==> src/rtl/mem_xfer_pkg.sv <==
// Shared types and default widths for the block-transfer controller.
package mem_xfer_pkg;

  localparam int ADDR_W_DEF = 8;
  localparam int DATA_W_DEF = 32;
  localparam int NREGS_DEF  = 16;
  localparam int REG_AW_DEF = 4;

  typedef enum logic [1:0] {
    IDLE = 2'd0,
    XFER = 2'd1,
    DONE = 2'd2
  } state_t;

endpackage

==> src/rtl/prio_enc_lsb.sv <==
// Lowest-set-bit priority encoder: reports whether any request bit is set
// and the index of the lowest one.
module prio_enc_lsb #(
  parameter int NREGS  = 16,
  parameter int REG_AW = 4
) (
  input  logic [NREGS-1:0]  req,
  output logic              valid,
  output logic [REG_AW-1:0] idx
);

  logic [NREGS-1:0] onehot;

  // Each bit wins only if nothing below it is set; no ripple chain between bits.
  genvar gi;
  generate
    for (gi = 0; gi < NREGS; gi++) begin : g_onehot
      if (gi == 0) begin : g_first
        assign onehot[gi] = req[gi];
      end else begin : g_rest
        assign onehot[gi] = req[gi] & ~(|req[gi-1:0]);
      end
    end
  endgenerate

  always_comb begin
    idx = '0;
    for (int i = 0; i < NREGS; i++) begin
      if (onehot[i]) idx = idx | REG_AW'(i);
    end
  end

  assign valid = |req;

endmodule

==> src/rtl/mem_xfer_ctrl.sv <==
// LDM/STM-style block transfer sequencer between register file and data memory.
// Optional MEM_XFER_WRITEBACK_EN adds a base-update output (wb_en/wb_data).
module mem_xfer_ctrl
  import mem_xfer_pkg::*;
#(
  parameter int ADDR_W = ADDR_W_DEF,
  parameter int DATA_W = DATA_W_DEF,
  parameter int NREGS  = NREGS_DEF,
  parameter int REG_AW = REG_AW_DEF
) (
  input  logic              clk,
  input  logic              rst,
  input  logic              start,
  input  logic              is_load,
  input  logic [ADDR_W-1:0] base_addr,
  input  logic [NREGS-1:0]  reg_list,
  output logic              busy,
  output logic              done,
  output logic [ADDR_W-1:0] mem_addr,
  output logic [ADDR_W-1:0] mem_i,
  output logic              mem_ldr_str_en,
  output logic              mem_load_en,
  output logic              mem_store_en,
  output logic [DATA_W-1:0] mem_write_data,
  input  logic [DATA_W-1:0] mem_read_data,
  output logic [REG_AW-1:0] rf_rd_addr,
  input  logic [DATA_W-1:0] rf_rd_data,
  output logic              rf_wr_en,
  output logic [REG_AW-1:0] rf_wr_addr,
  output logic [DATA_W-1:0] rf_wr_data
`ifdef MEM_XFER_WRITEBACK_EN
  ,
  output logic              wb_en,
  output logic [ADDR_W-1:0] wb_data
`endif
);

  state_t            state_reg, state_next;
  logic [NREGS-1:0]  mask_reg, mask_next;
  logic [ADDR_W-1:0] count_reg, count_next;
  logic [ADDR_W-1:0] base_reg, base_next;
  logic              is_load_reg, is_load_next;
  logic              pick_valid;
  logic [REG_AW-1:0] pick_idx;
  logic              xfer_active;

  prio_enc_lsb #(
    .NREGS  (NREGS),
    .REG_AW (REG_AW)
  ) u_pick (
    .req   (mask_reg),
    .valid (pick_valid),
    .idx   (pick_idx)
  );

  always_ff @(posedge clk or negedge rst) begin
    if (!rst) begin
      state_reg   <= IDLE;
      mask_reg    <= '0;
      count_reg   <= '0;
      base_reg    <= '0;
      is_load_reg <= 1'b0;
    end else begin
      state_reg   <= state_next;
      mask_reg    <= mask_next;
      count_reg   <= count_next;
      base_reg    <= base_next;
      is_load_reg <= is_load_next;
    end
  end

  assign xfer_active = (state_reg == XFER) && pick_valid;

  always_comb begin
    state_next     = state_reg;
    mask_next      = mask_reg;
    count_next     = count_reg;
    base_next      = base_reg;
    is_load_next   = is_load_reg;
    busy           = (state_reg != IDLE);
    done           = (state_reg == DONE);
    mem_addr       = '0;
    mem_i          = '0;
    mem_ldr_str_en = 1'b0;
    mem_load_en    = 1'b0;
    mem_store_en   = 1'b0;
    mem_write_data = '0;
    rf_rd_addr     = '0;
    rf_wr_en       = 1'b0;
    rf_wr_addr     = '0;
    rf_wr_data     = '0;

    unique case (state_reg)
      IDLE: begin
        if (start) begin
          mask_next    = reg_list;
          base_next    = base_addr;
          is_load_next = is_load;
          count_next   = '0;
          state_next   = (reg_list == '0) ? DONE : XFER;
        end
      end
      XFER: begin
        mask_next  = mask_reg & ~(NREGS'(1) << pick_idx);
        count_next = count_reg + ADDR_W'(1);
        if (mask_next == '0) state_next = DONE;
      end
      DONE:    state_next = IDLE;
      default: state_next = IDLE;
    endcase

    // Data paths pass straight through, but only while an access is live.
    if (xfer_active) begin
      mem_addr       = base_reg;
      mem_i          = count_reg;
      mem_ldr_str_en = 1'b1;
      if (is_load_reg) begin
        mem_load_en = 1'b1;
        rf_wr_en    = 1'b1;
        rf_wr_addr  = pick_idx;
        rf_wr_data  = mem_read_data;
      end else begin
        mem_store_en   = 1'b1;
        rf_rd_addr     = pick_idx;
        mem_write_data = rf_rd_data;
      end
    end
  end

`ifdef MEM_XFER_WRITEBACK_EN
  // count_reg holds the number of transfers once DONE is reached.
  assign wb_en   = (state_reg == DONE);
  assign wb_data = (state_reg == DONE) ? (base_reg + count_reg) : '0;
`endif

endmodule

==> config.mk <==
export PLATFORM = sky130hd
export DESIGN_NAME = mem_xfer_ctrl
export DESIGN_NICKNAME = d
export VERILOG_FILES = /design/src/rtl/mem_xfer_pkg.sv /design/src/rtl/prio_enc_lsb.sv /design/src/rtl/mem_xfer_ctrl.sv
export SDC_FILE = /design/constraint.sdc
export NUM_CORES = 1
export LEC_CHECK = 0
export ABC_AREA = 0
export CAP_MARGIN = 10
export CELL_PAD_IN_SITES_DETAIL_PLACEMENT = 1
export CELL_PAD_IN_SITES_GLOBAL_PLACEMENT = 2
export CORE_ASPECT_RATIO = 1.25
export CORE_MARGIN = 1
export CORE_UTILIZATION = 20
export DETAILED_ROUTE_END_ITERATION = 12
export PLACE_DENSITY = 0.95
export RECOVER_POWER = 50
export SLEW_MARGIN = 10
export SYNTH_ARGS = -nofsm -noshare
export SYNTH_HDL_FRONTEND = slang
export SYNTH_SLANG_ARGS = --single-unit
==> constraint.sdc <==
create_clock -name clk -period 5.25 [get_ports clk]
set_input_delay 0.7875 -clock clk [delete_from_list [all_inputs] [get_ports clk]]
set_output_delay 0.7875 -clock clk [all_outputs]
set_load 0.02 [all_outputs]
==> qor.csv <==
metric;value;unit
register area share after synthesis;31.4;%
WHS Path Cells;1;
Fillers;1625;
Worst Reg-to-Reg Cells;7;
H-tree depth;2;
Worst-Margin Slew;2.06;ns
largest net degree at the start of global routing;50;
Post-synth EDFFs;0;
M3 GR Usage;3.98;%
synthesized area;2790;sq um
ys flop type;dfrtp_1;
GR peak layer;met2;
DRC Markers;0;
WP data required;4.46;ns
worst min-delay path category;register to register;
Power Dens Cells;631;nW/um^2
largest cells by area after synthesis;dfrtp_1 (31%), and2_1 (11%), and3_1 (7.6%);
outcome;finished with violations;
Synthesized Nets;454;
cell row count;47;
GRT Total Usage;16.6;%
via count;3413;
met1 Use GR;17.2;%
Net count, final;626;
setup violation total in the final timing report;0;
Critical Path AT;3.27;ns
synthesized flop and latch total;35;
Fin. Hold Viols;0;
CTS tree;built;
WL/cell;17.3;um
RSZ-0062 raised after global routing;no;
postcts setup bufs;0;
Worst Path Max Fanout;33;
CP Class;register to primary output;
die area;14400;sq um
post-route core utilization;36.4;%
share of layout cells above drive strength 1;5.24;%
GR Layer Usage met2;32.4;%
hold buffers post-CTS;0;
asr flop ratio synth;100;%
number of vias per cell;4.84;
synthesis-to-finish area growth;75.0;%
ant diodes;0;
CP Launch Type;register;
fin crit share;77.2;%
violations in the final reports;capacitance limit, slew limit;
Syn Inst Count;361;
Boundary Pins;186;
Placement Cell Area;4740;sq um
Final Instance Area;4880;sq um
core area;13400;sq um
drt pass-1 iters;4;
Post-DP HPWL;9560;um
post-synth cell types;52;
latest clock arrival within the worst-skew pair;0.29;ns
min Tclk post-route;4.05;ns
fmax;0.247;GHz
die height;134;um
Initial Util;20.8;%
Port Buf Inserts;185;
fin. max-slew vios;36;
area leader, netlist;dfrtp_1;
CP Capture Type;primary output;
Die Span X;108;um
CTS root buf;clkbuf_16;
TritonCTS Buffers;5;
Routed WL;12200;um
Max clock buf depth;2;
Synth Warn #;0;
post-CTS sizing;0;
post-route ant nets;0;
area of the multi-input gates;1720;sq um
Max Cap Viol;1;
P_leak;2.02;nW
max FFs per register;16;
relative slew slack;-37.3;%
vias in the first global route;3509;
maximum VDD drop;194;uV
total gr overflow;0;
Sink Count;35;
top cell type's share of synthesized area;31.4;%
Clock Skews;0.00507;ns
gp weighted congestion;0.881;
Iter 0 DRT Violations;184;
Reg area;876;sq um
setup tns final;0;ns
Reg clk slew, reported paths;0.06;ns
first-pass GRT wire length;18700;um
initial antenna violation count;0;
Mean Syn Cell Area;7.72;sq um
[Yosys cell counts (2+ instances only)]
library cell,number
a2bb2oi_1,7
nor3_1,5
a41oi_1,2
a31oi_1,6
nor2b_1,10
dfrtp_1,35
nand2b_1,2
and3_1,34
buf_6,3
a21o_1,2
a21oi_1,23
mux2i_1,2
or2_2,3
nor4_1,6
clkbuf_1,19
and2_1,48
inv_1,10
nand3_1,2
nand2_1,42
o21bai_1,2
o21ai_0,26
nor2_1,26
o31ai_1,2
nand4_1,8
o211ai_1,2
o22ai_1,7
nor4_4,2
[routing by layer]
metal / routed length [um] / vias to the layer above
li1: - / 1622
met1: 4560 / 1652
met2: 6550 / 126
met3: 876 / 13
met4: 193 / 0
met5: 0 / -
[path summary, 6_finish.rpt]
check	from	end	slack, ns
max reg2reg	state_reg[0]	count_reg[7]	2.83
min in group asynchronous	rst	mask_reg[4]	1.09
min	count_reg[7]	count_reg[7]	0.46
min reg2reg	count_reg[7]	count_reg[7]	0.46
max in group asynchronous	rst	state_reg[0]	2.98
max	mask_reg[9]	mem_write_data[1]	1.20
[area by class of cell]
class,instances,share of cell area [%]
repair buffers,190,38.5
multi-input cells,290,35.3
flip-flops and latches,35,18.0
well taps,171,4.39
clock buffers,5,2.56
inverters,11,0.846
clock inverters,3,0.410
[critical path: stages (launching register included)]
cell and delay, ns:
dfrtp_1 0.47, nor4_1 0.61, nand4_1 0.27, nor2_1 0.21, or3_1 0.21, inv_1 0.34, and2_1 0.31, clkdlybuf4s50_1 0.55
[cell usage in the layout (no fill, tap or decap), types with 6 or more instances in the layout]
master and n:
and3_1 34, a2bb2oi_1 7, nor2_1 25, o21ai_0 26, a21oi_1 23, inv_1 10
dlygate4sd3_1 13, o22ai_1 7, nand4_1 8, and2_1 48, a31oi_1 6, nor2b_1 10
nor4_1 6, dfrtp_1 35, nand2_1 42, clkdlybuf4s50_1 171
[power breakdown]
group          switching (mW)  internal [mW]  total (mW)
registers               0.160          0.374       0.534
logic                    1.25          0.997        2.25
clock network           0.122          0.175       0.297
total                    1.53           1.55        3.08
[kinds of logic (layout without fill, tap and decap cells)]
group | after synthesis | count (layout) | synth area share (%)
buffers and inverters | 36 | 209 | 6.87
AO/OA/AOI/OAI | 93 | 93 | 21.3
flip-flops | 35 | 35 | 31.4
adder cells (fa/ha/maj) | 1 | 1 | 0.449
AND/OR/NAND/NOR | 194 | 194 | 39.2
multiplexers | 2 | 2 | 0.718
[metrics by stage]
stage               hold WS (ns)  instances  total power, mW  worst slack, ns
floorplan                  0.437        361             1.87             2.44
global placement           0.451        697             2.76             1.62
detailed placement         0.459        697             2.81             1.51
CTS                        0.473        705             3.13             1.19
global route               0.493        705             3.30            0.860
finish                     0.462        705             3.08             1.20
No activity file was read; power rests on OpenSTA's default activity.
